$ cat config.mk
export PLATFORM = sky130hd
export DESIGN_NAME = prog_loader
export DESIGN_NICKNAME = d
export VERILOG_FILES = /design/src/rtl/prog_loader_pkg.sv /design/src/rtl/prog_loader_csum8.sv /design/src/rtl/prog_loader.sv
export SDC_FILE = /design/constraint.sdc
export NUM_CORES = 1
export LEC_CHECK = 0
export BUFFER_PORTS_ARGS = -buffer_cell sky130_fd_sc_hd__buf_4
export CORE_ASPECT_RATIO = 1.75
export CORE_UTILIZATION = 55
export DETAILED_ROUTE_END_ITERATION = 6
export PLACE_DENSITY = 0.82
export SYNTH_ARGS = -nofsm -noshare
export SYNTH_HDL_FRONTEND = slang
export SYNTH_HIERARCHICAL = 1
export SYNTH_SLANG_ARGS = --single-unit
export TNS_END_PERCENT = 5
$ cat constraint.sdc
create_clock -name clk_in -period 4.64 [get_ports clk_in]
set_input_delay 0.928 -clock clk_in [delete_from_list [all_inputs] [get_ports clk_in]]
set_output_delay 0.928 -clock clk_in [all_outputs]
set_load 0.01 [all_outputs]
$ cat src/rtl/prog_loader_pkg.sv
// Shared definitions for the ACC program loader: FSM state encoding,
// frame magic byte and default memory geometry.
package prog_loader_pkg;

    // Start-of-frame marker on the host byte link
    localparam logic [7:0]  MAGIC          = 8'hA5;

    // Default program RAM geometry
    localparam int unsigned AW_DEF         = 12;
    localparam logic [11:0] BOOT_ADDR_DEF  = 12'h800;
    localparam int unsigned NWORDS_DEF     = 2048;

    // Loader FSM states
    typedef enum logic [3:0] {
        ST_IDLE   = 4'd0,
        ST_LEN_H  = 4'd1,
        ST_LEN_L  = 4'd2,
        ST_DATA_H = 4'd3,
        ST_DATA_L = 4'd4,
        ST_WRITE  = 4'd5,
        ST_CSUM   = 4'd6,
        ST_DONE   = 4'd7,
        ST_ERROR  = 4'd8
    } state_e;

    // States that wait for a new frame rather than being inside one
    function automatic logic is_rest_state(input state_e s);
        return (s == ST_IDLE) || (s == ST_DONE) || (s == ST_ERROR);
    endfunction

endpackage

$ cat src/rtl/prog_loader_csum8.sv
// 8-bit XOR accumulator used to verify the frame checksum.
// Clear has priority over enable; the sum is available one cycle after
// the byte that updated it.
module csum8 (
    input  logic       clk_in,
    input  logic       rst_in,
    input  logic       clr_i,
    input  logic       en_i,
    input  logic [7:0] data_i,
    output logic [7:0] sum_o
);

    logic [7:0] sum_q;
    logic [7:0] sum_d;

    // Next value of the running XOR
    always_comb begin
        sum_d = sum_q;
        if (clr_i) begin
            sum_d = 8'h00;
        end else if (en_i) begin
            sum_d = sum_q ^ data_i;
        end else begin
            sum_d = sum_q;
        end
    end

    // Accumulator register
    always_ff @(posedge clk_in or posedge rst_in) begin
        if (rst_in) begin
            sum_q <= 8'h00;
        end else begin
            sum_q <= sum_d;
        end
    end

    assign sum_o = sum_q;

endmodule

$ cat src/rtl/prog_loader.sv
// Program loader for the ACC core instruction memory.
// Receives a framed byte stream (A5, LEN_H, LEN_L, LEN x {hi, lo}
// [, CSUM]), writes big-endian 16-bit words starting at BOOT_ADDR and
// keeps the core in reset until a complete image has been loaded.
// Optional feature macro: PROG_LOADER_CSUM_EN enables the trailing
// XOR checksum byte and its verification.
module prog_loader
    import prog_loader_pkg::*;
#(
    parameter int unsigned    AW        = AW_DEF,
    parameter int unsigned    DW        = 16,
    parameter logic [AW-1:0]  BOOT_ADDR = BOOT_ADDR_DEF,
    parameter int unsigned    NWORDS    = NWORDS_DEF
) (
    input  logic          clk_in,
    input  logic          rst_in,
    input  logic [7:0]    rx_data,
    input  logic          rx_valid,
    output logic          rx_ready,
    output logic [AW-1:0] mem_addr,
    output logic [DW-1:0] mem_din,
    output logic          mem_we,
    output logic          cpu_rst,
    output logic          busy,
    output logic          done,
    output logic          err
);

    localparam logic [15:0] NWORDS_W = 16'(NWORDS);

    // State entered once the last data word has been written (or LEN=0)
`ifdef PROG_LOADER_CSUM_EN
    localparam state_e ST_TAIL = ST_CSUM;
`else
    localparam state_e ST_TAIL = ST_DONE;
`endif

    state_e          state_q, state_d;
    logic [15:0]     len_q,   len_d;
    logic [15:0]     idx_q,   idx_d;
    logic [7:0]      hi_q,    hi_d;
    logic [AW-1:0]   addr_q,  addr_d;
    logic [DW-1:0]   din_q,   din_d;
    logic [15:0]     len_w_s;
    logic            accept_s;

    assign accept_s = rx_valid && rx_ready;
    assign len_w_s  = {len_q[15:8], rx_data};

`ifdef PROG_LOADER_CSUM_EN
    logic       csum_clr_s;
    logic       csum_en_s;
    logic [7:0] csum_s;

    // Checksum control: restart on MAGIC, fold in length and data bytes
    always_comb begin
        csum_clr_s = 1'b0;
        csum_en_s  = 1'b0;
        case (state_q)
            ST_IDLE, ST_DONE, ST_ERROR: begin
                csum_clr_s = accept_s && (rx_data == MAGIC);
            end
            ST_LEN_H, ST_LEN_L, ST_DATA_H, ST_DATA_L: begin
                csum_en_s = accept_s;
            end
            default: begin
                csum_clr_s = 1'b0;
                csum_en_s  = 1'b0;
            end
        endcase
    end

    csum8 u_csum8 (
        .clk_in (clk_in),
        .rst_in (rst_in),
        .clr_i  (csum_clr_s),
        .en_i   (csum_en_s),
        .data_i (rx_data),
        .sum_o  (csum_s)
    );
`endif

    // Frame parser: next state plus length, index and write-data capture
    always_comb begin
        state_d = state_q;
        len_d   = len_q;
        idx_d   = idx_q;
        hi_d    = hi_q;
        addr_d  = addr_q;
        din_d   = din_q;
        case (state_q)
            ST_IDLE, ST_DONE, ST_ERROR: begin
                if (accept_s && (rx_data == MAGIC)) begin
                    state_d = ST_LEN_H;
                end else begin
                    state_d = state_q;
                end
            end
            ST_LEN_H: begin
                if (accept_s) begin
                    len_d   = {rx_data, 8'h00};
                    state_d = ST_LEN_L;
                end else begin
                    state_d = state_q;
                end
            end
            ST_LEN_L: begin
                if (accept_s) begin
                    len_d = len_w_s;
                    idx_d = 16'h0000;
                    if (len_w_s > NWORDS_W) begin
                        state_d = ST_ERROR;
                    end else if (len_w_s == 16'h0000) begin
                        state_d = ST_TAIL;
                    end else begin
                        state_d = ST_DATA_H;
                    end
                end else begin
                    state_d = state_q;
                end
            end
            ST_DATA_H: begin
                if (accept_s) begin
                    hi_d    = rx_data;
                    state_d = ST_DATA_L;
                end else begin
                    state_d = state_q;
                end
            end
            ST_DATA_L: begin
                if (accept_s) begin
                    // Address wraps modulo 2^AW by truncation
                    addr_d  = BOOT_ADDR + idx_q[AW-1:0];
                    din_d   = {hi_q, rx_data};
                    state_d = ST_WRITE;
                end else begin
                    state_d = state_q;
                end
            end
            ST_WRITE: begin
                idx_d = idx_q + 16'd1;
                if ((idx_q + 16'd1) == len_q) begin
                    state_d = ST_TAIL;
                end else begin
                    state_d = ST_DATA_H;
                end
            end
`ifdef PROG_LOADER_CSUM_EN
            ST_CSUM: begin
                if (accept_s) begin
                    if (rx_data == csum_s) begin
                        state_d = ST_DONE;
                    end else begin
                        state_d = ST_ERROR;
                    end
                end else begin
                    state_d = state_q;
                end
            end
`endif
            default: begin
                state_d = ST_IDLE;
            end
        endcase
    end

    // State and datapath registers
    always_ff @(posedge clk_in or posedge rst_in) begin
        if (rst_in) begin
            state_q <= ST_IDLE;
            len_q   <= 16'h0000;
            idx_q   <= 16'h0000;
            hi_q    <= 8'h00;
            addr_q  <= BOOT_ADDR;
            din_q   <= {DW{1'b0}};
        end else begin
            state_q <= state_d;
            len_q   <= len_d;
            idx_q   <= idx_d;
            hi_q    <= hi_d;
            addr_q  <= addr_d;
            din_q   <= din_d;
        end
    end

    // Status and handshake outputs decoded from the state register only
    always_comb begin
        rx_ready = 1'b1;
        mem_we   = 1'b0;
        cpu_rst  = 1'b1;
        busy     = !is_rest_state(state_q);
        done     = 1'b0;
        err      = 1'b0;
        case (state_q)
            ST_WRITE: begin
                rx_ready = 1'b0;
                mem_we   = 1'b1;
            end
            ST_DONE: begin
                done    = 1'b1;
                cpu_rst = 1'b0;
            end
            ST_ERROR: begin
                err = 1'b1;
            end
            default: begin
                rx_ready = 1'b1;
                mem_we   = 1'b0;
            end
        endcase
    end

    assign mem_addr = addr_q;
    assign mem_din  = din_q;

endmodule

== After elaboration in Yosys (flattened, before gate mapping) ==
Index checks and enable logic that the tools add are counted.
Operators by class
  equal/unequal tests: 14
  multiplexer cells: 19
  bitwise logic cells: 1
  reductions and logical operators: 16
  $add $sub $neg: 2
  div/mod/pow operators: 0
  $mul: 0
  order comparisons: 1
  shifts and indexed selects: 0
Operators with widths (count)
  case mux 16 bit (2 select lines): 2
  2-to-1 mux 16 bit: 2
  2-to-1 mux 4 bit: 6
  case mux 4 bit (6 select lines): 1
  adder 16 x 1 -> 16 bit (second input constant): 1
  == test 16 bit: 1
  greater-than comparator 16 x 12 -> 1 bit (second input constant): 1
  zero test 16 bit: 1
  adder 12 bit (first input constant): 1
  == test 4 x 3 -> 1 bit (second input constant): 3
  inequality test 2 bit (second input constant): 5
  == test 4 x 2 -> 1 bit (second input constant): 2
  == test 8 bit (second input constant): 1
  2-to-1 mux 8 bit: 1
  2-to-1 mux 3 bit: 2
  AND reduction 2 bit: 3
  AND reduction 3 bit: 2
  2-to-1 mux 1 bit: 5
  AND reduction 5 bit: 1
  == test 4 x 1 -> 1 bit (second input constant): 1
  == test 4 bit (second input constant): 1
  zero test 4 bit: 1
  nonzero test 2 bit: 2
  OR reduction 3 bit: 1
  4 further kinds: 6
Storage, ports and cells
  ROM bits: 0
  word-level logic and storage cells: 60
  flip-flop bits (word level): 72
  memories: 0
  input port bits: 11
  latch bits: 0
  memory bits (writable): 0
  output and inout bits: 34

== Depth between registers and ports, before layout ==
  word-level depth: 6
  gate-level depth with buffers: 7
  gate-level depth less buffers: 6

== Worst setup path after synthesis ==
No wires, ideal clock.
  kind: register -> register
  start: register idx_q[1]
  end: register state_q[2]
  stages on the path, launching flop included: 6
  path slack: 2.186 ns
  arrival time: 2.351 ns
  cells stage by stage: dfrtp_1 > nand4_4 > or4_1 > a2111o_1 > or4_4 > o41ai_2
Between the ends
  longest elaborated chain between the ends: 4
RTL lines
  from (decl): RTL line prog_loader.sv:40  | logic [15:0] idx_q, idx_d;
  from (signal assigned): RTL line prog_loader.sv:179  | idx_q <= idx_d;
  adder 16 x 1 -> 16 bit: RTL line prog_loader.sv:142  | if ((idx_q + 16'd1) == len_q) begin
  == test 16 bit: RTL line prog_loader.sv:142
  2-to-1 mux 3 bit: RTL line prog_loader.sv:142
  case mux 4 bit (6 select lines): RTL line prog_loader.sv:91  | case (state_q)
  to (signal assigned): RTL line prog_loader.sv:177  | state_q <= state_d;
  to (decl): RTL line prog_loader.sv:38  | state_e state_q, state_d;
Every way passes these cells.
A chain may end at the register's enable or synchronous reset.

== Worst setup path in the final report ==
  start: register state_q[3]
  end: output port mem_we
Between the ends
  longest elaborated chain between the ends: 2
RTL lines
  == test 4 x 3 -> 1 bit: RTL line prog_loader.sv:194  | case (state_q)
  2-to-1 mux 1 bit: RTL line prog_loader.sv:194
  to (decl): RTL line prog_loader.sv:22  | output logic mem_we,
Every way passes these cells.

==> tab_implementation.tex <==
\begin{tabular}{lr}
\hline
Metric & Value \\
\hline
\multicolumn{2}{l}{\textbf{Layout}} \\
Share of post-route cells with drive strength above 1 & 0.3120 \\
Number of diodes added for antenna fixing & 0 \\
Layout Area Growth over Synthesis & 17.31\% \\
Number of filler instances in the final layout & 498 \\
Post-layout nets & 382 \\
\multicolumn{2}{l}{\textbf{Clock network}} \\
Total clock buffers created by CTS & 9 \\
Number of sinks on the clock net & 72 \\
Maximum number of buffers from clock root to sink & 2 \\
Number of H-tree levels & 3 \\
Post-CTS setup repair buffer count & 0 \\
Post-CTS Hold Buffers & 0 \\
Worst-Skew Late Latency & 0.34 ns \\
CTS tree & yes \\
CTS Root Buffer Type & sky130\_fd\_sc\_hd\_\_clkbuf\_16 \\
CTS clock-pin slew for the worst setup and hold paths & 0.06 ns \\
Number of gates resized after cts & 0 \\
\multicolumn{2}{l}{\textbf{Min path}} \\
Path type of the worst min-delay path & flip-flop to flip-flop \\
\multicolumn{2}{l}{\textbf{Synth}} \\
Count of distinct cell types in the synthesized netlist & 56 \\
Count of flip-flops with a built-in enable after synthesis & 0 \\
Syn. warnings & 6 \\
Mean Syn Cell Area & 10.98 um2 \\
Netlist Area Pre-Place & 3680 um2 \\
Synth Net Count & 347 \\
Fraction of the yosys area taken by sequential cells & 0.4900 \\
Top FF cell, synth & sky130\_fd\_sc\_hd\_\_dfrtp\_1 \\
Syn Inst Count & 335 \\
Number of register bits inferred by synthesis & 72 \\
Async set-or-reset flop fraction in the synthesized netlist & 1.000 \\
\multicolumn{2}{l}{\textbf{GRT}} \\
Remaining global-route overflow & 0 \\
Antenna violations before repair & 0 \\
Vias in the first global route & 2716 \\
All-Layer GR Usage & 0.2576 \\
Maximum number of pins on one net before global-route repair & 43 \\
Wire length of the first global-routing pass & 13410 um \\
\multicolumn{2}{l}{\textbf{Setup path}} \\
Most Frequent Cell on Critical Path & sky130\_fd\_sc\_hd\_\_buf\_4 \\
Buffers \& Inverters on Critical Path & 3 \\
Critical path, cell by cell & nand4bb\_1, buf\_4, inv\_1, buf\_4 \\
Delay-heaviest family, CP & buffers and inverters \\
Slowest cell on the critical path & sky130\_fd\_sc\_hd\_\_dfrtp\_1 \\
CP startpoint kind & flip-flop \\
Kind of end point of the critical path & output port \\
Data required time of the worst path & 3.71 ns \\
Delay of the slowest cell on the worst path & 0.53 ns \\
Type of the worst setup path & flip-flop to output port \\
Worst-path fanout max & 24 \\
Data arrival, critical path & 1.93 ns \\
\multicolumn{2}{l}{\textbf{STA}} \\
Number of setup violations in the final report & 0 \\
Total negative slack & 0 ns \\
Hold Violations, Final & 0 \\
Setup repair after global routing missed its margin & false \\
Tmin final & 2.855 ns \\
Pins over their slew limit & 0 \\
Worst hold margin & 0.5055 ns \\
Period utilization & 0.6153 \\
Max Clock Skew & 0.006391 ns \\
Highest Clock Rate & 0.3502 GHz \\
Pin slew with the least headroom to its limit & 0.8818 ns \\
Relative slew slack & 0.4100 \\
\multicolumn{2}{l}{\textbf{Floorplanning}} \\
Core Footprint & 6490 um2 \\
Width of the die & 63.83 um \\
Die extent in y & 110.2 um \\
Core Rows & 39 \\
\# IOs & 45 \\
Effective utilization at floorplan & 0.5670 \\
Overall die area & 7034 um2 \\
\multicolumn{2}{l}{\textbf{Placement}} \\
Weighted congestion at the end of routability-driven global placement & 0.9127 \\
I/O Buffers & 44 \\
Final HPWL from detailed placement & 5852 um \\
\multicolumn{2}{l}{\textbf{Route}} \\
DRC Markers & 0 \\
Aggregate routed wire length & 8228 um \\
Starting DRC count in detailed routing & 188 \\
Remaining number of nets flagged by the antenna check after routing & 0 \\
Routed vias/inst & 6.044 \\
Total via count in the routed design & 2762 \\
Number of iterations in the first detailed-routing pass & 4 \\
Routed len/inst & 18.00 um \\
\multicolumn{2}{l}{\textbf{Power and ir drop}} \\
Leak Pwr & 0.001880 uW \\
Pwr/cell area & 650.1 nW/um2 \\
Highest ir drop seen on vdd & 0.0004465 V \\
\multicolumn{2}{l}{\textbf{Outcome}} \\
Run status & finished, final reports clean \\
\multicolumn{2}{l}{\textbf{Job}} \\
Number of max-cap violations & 0 \\
\hline
\end{tabular}
[per-stage QoR]
step | util | power, uW | instance area (um2) | setup slack, ns | cells
after floorplan | - | 1757 | 3680 | 1.889 | 335
final | 0.6651 | 2806 | 4317 | 1.785 | 457
after global placement | 0.6183 | 2062 | 4013 | 1.986 | 441
after global routing | 0.6651 | 2971 | 4317 | 1.706 | 457
after CTS | 0.6651 | 2815 | 4317 | 1.807 | 457
after detailed placement | 0.6183 | 2110 | 4013 | 1.864 | 441
[cells by family after synthesis]
kind of cell | share of synthesized area
AND/OR/NAND/NOR | 0.1445
XOR/XNOR | 0.04998
AO/OA/AOI/OAI | 0.1374
adder cells (fa/ha/maj) | 0.003400
multiplexers | 0.1316
flip-flops | 0.4900
buffers and inverters | 0.04318
[sequential cells by signal (all words and copies together), names as in the netlist]
signal / cells
len_q: 16
state_q: 4
idx_q: 16
mem_addr: 12
hi_q: 8
mem_din: 16
[cell type report]
class | count | area (um2) | share of cell area
Sequential cell | 72 | 1803 | 0.4177
Multi-Input combinational cell | 232 | 1720 | 0.3986
Timing Repair Buffer | 48 | 360.3 | 0.08348
Clock buffer | 9 | 225.2 | 0.05217
Tap cell | 82 | 102.6 | 0.02377
Clock inverter | 7 | 78.83 | 0.01826
Inverter | 7 | 26.28 | 0.006087
[routing by layer]
layer / up-vias / wire length [um] / GRT usage
met4: 0 / 186 / 0.1364
met3: 13 / 313 / 0.06173
met1: 1365 / 3245 / 0.2922
met2: 81 / 4483 / 0.4453
met5: - / 0 / 0
li1: 1303 / - / -
[cell usage after synthesis (all sizes together), types with 3 or more instances]
cell / n / area share
o22ai: 3 / 0.0051
nor2: 17 / 0.017
nand3: 6 / 0.0082
nand2b: 3 / 0.0051
nand4: 10 / 0.021
clkbuf: 21 / 0.024
o31ai: 6 / 0.012
or4: 5 / 0.012
a31oi: 4 / 0.0068
dfrtp: 71 / 0.48
mux2: 43 / 0.13
nand2: 16 / 0.016
a21oi: 7 / 0.0095
and2: 3 / 0.0051
o21ai: 27 / 0.037
or3: 5 / 0.0085
xor2: 9 / 0.021
o41ai: 3 / 0.0092
nor4: 6 / 0.010
xnor2: 12 / 0.029
inv: 7 / 0.0071
a22o: 10 / 0.024
nor3: 6 / 0.0082
nor3b: 3 / 0.0061
nor2b: 5 / 0.0085
[path summary, 6_finish.rpt]
check,startpoint,endpoint,slack (ns),cells past startpoint
min,mem_addr[6],mem_addr[6],0.51,1
min reg2reg,mem_addr[6],mem_addr[6],0.51,1
max in group asynchronous,rst_in,len_q[8],2.95,3
max reg2reg,idx_q[3],state_q[2],1.89,5
min in group asynchronous,rst_in,mem_din[6],0.76,2
max,state_q[3],mem_we,1.78,4
[where the power goes]
group | leakage, uW | switching [uW] | internal (uW)
Clock | 0.000144 | 280 | 422
Combinational | 0.000804 | 434 | 524
Sequential | 0.000932 | 266 | 881
[layout by cell type (no fill, tap or decap), types with 4 or more instances in the layout]
master / Yosys / final
sky130_fd_sc_hd__buf_4: 1 / 48
sky130_fd_sc_hd__o31ai_1: 6 / 6
sky130_fd_sc_hd__nor2b_1: 5 / 5
sky130_fd_sc_hd__nand4_1: 9 / 9
sky130_fd_sc_hd__nor3_1: 6 / 6
sky130_fd_sc_hd__mux2_2: 43 / 43
sky130_fd_sc_hd__nor4_1: 6 / 6
sky130_fd_sc_hd__clkbuf_16: 0 / 9
sky130_fd_sc_hd__a22o_1: 9 / 9
sky130_fd_sc_hd__nand3_1: 6 / 6
sky130_fd_sc_hd__nor2_1: 17 / 16
sky130_fd_sc_hd__xor2_1: 9 / 9
sky130_fd_sc_hd__inv_1: 7 / 6
sky130_fd_sc_hd__a21oi_1: 7 / 7
sky130_fd_sc_hd__o21ai_0: 27 / 27
sky130_fd_sc_hd__xnor2_1: 12 / 12
sky130_fd_sc_hd__a31oi_1: 4 / 4
sky130_fd_sc_hd__nand2_1: 16 / 16
sky130_fd_sc_hd__or3_1: 5 / 5
sky130_fd_sc_hd__dfrtp_1: 71 / 71
Power figures use the tool's default switching activity.
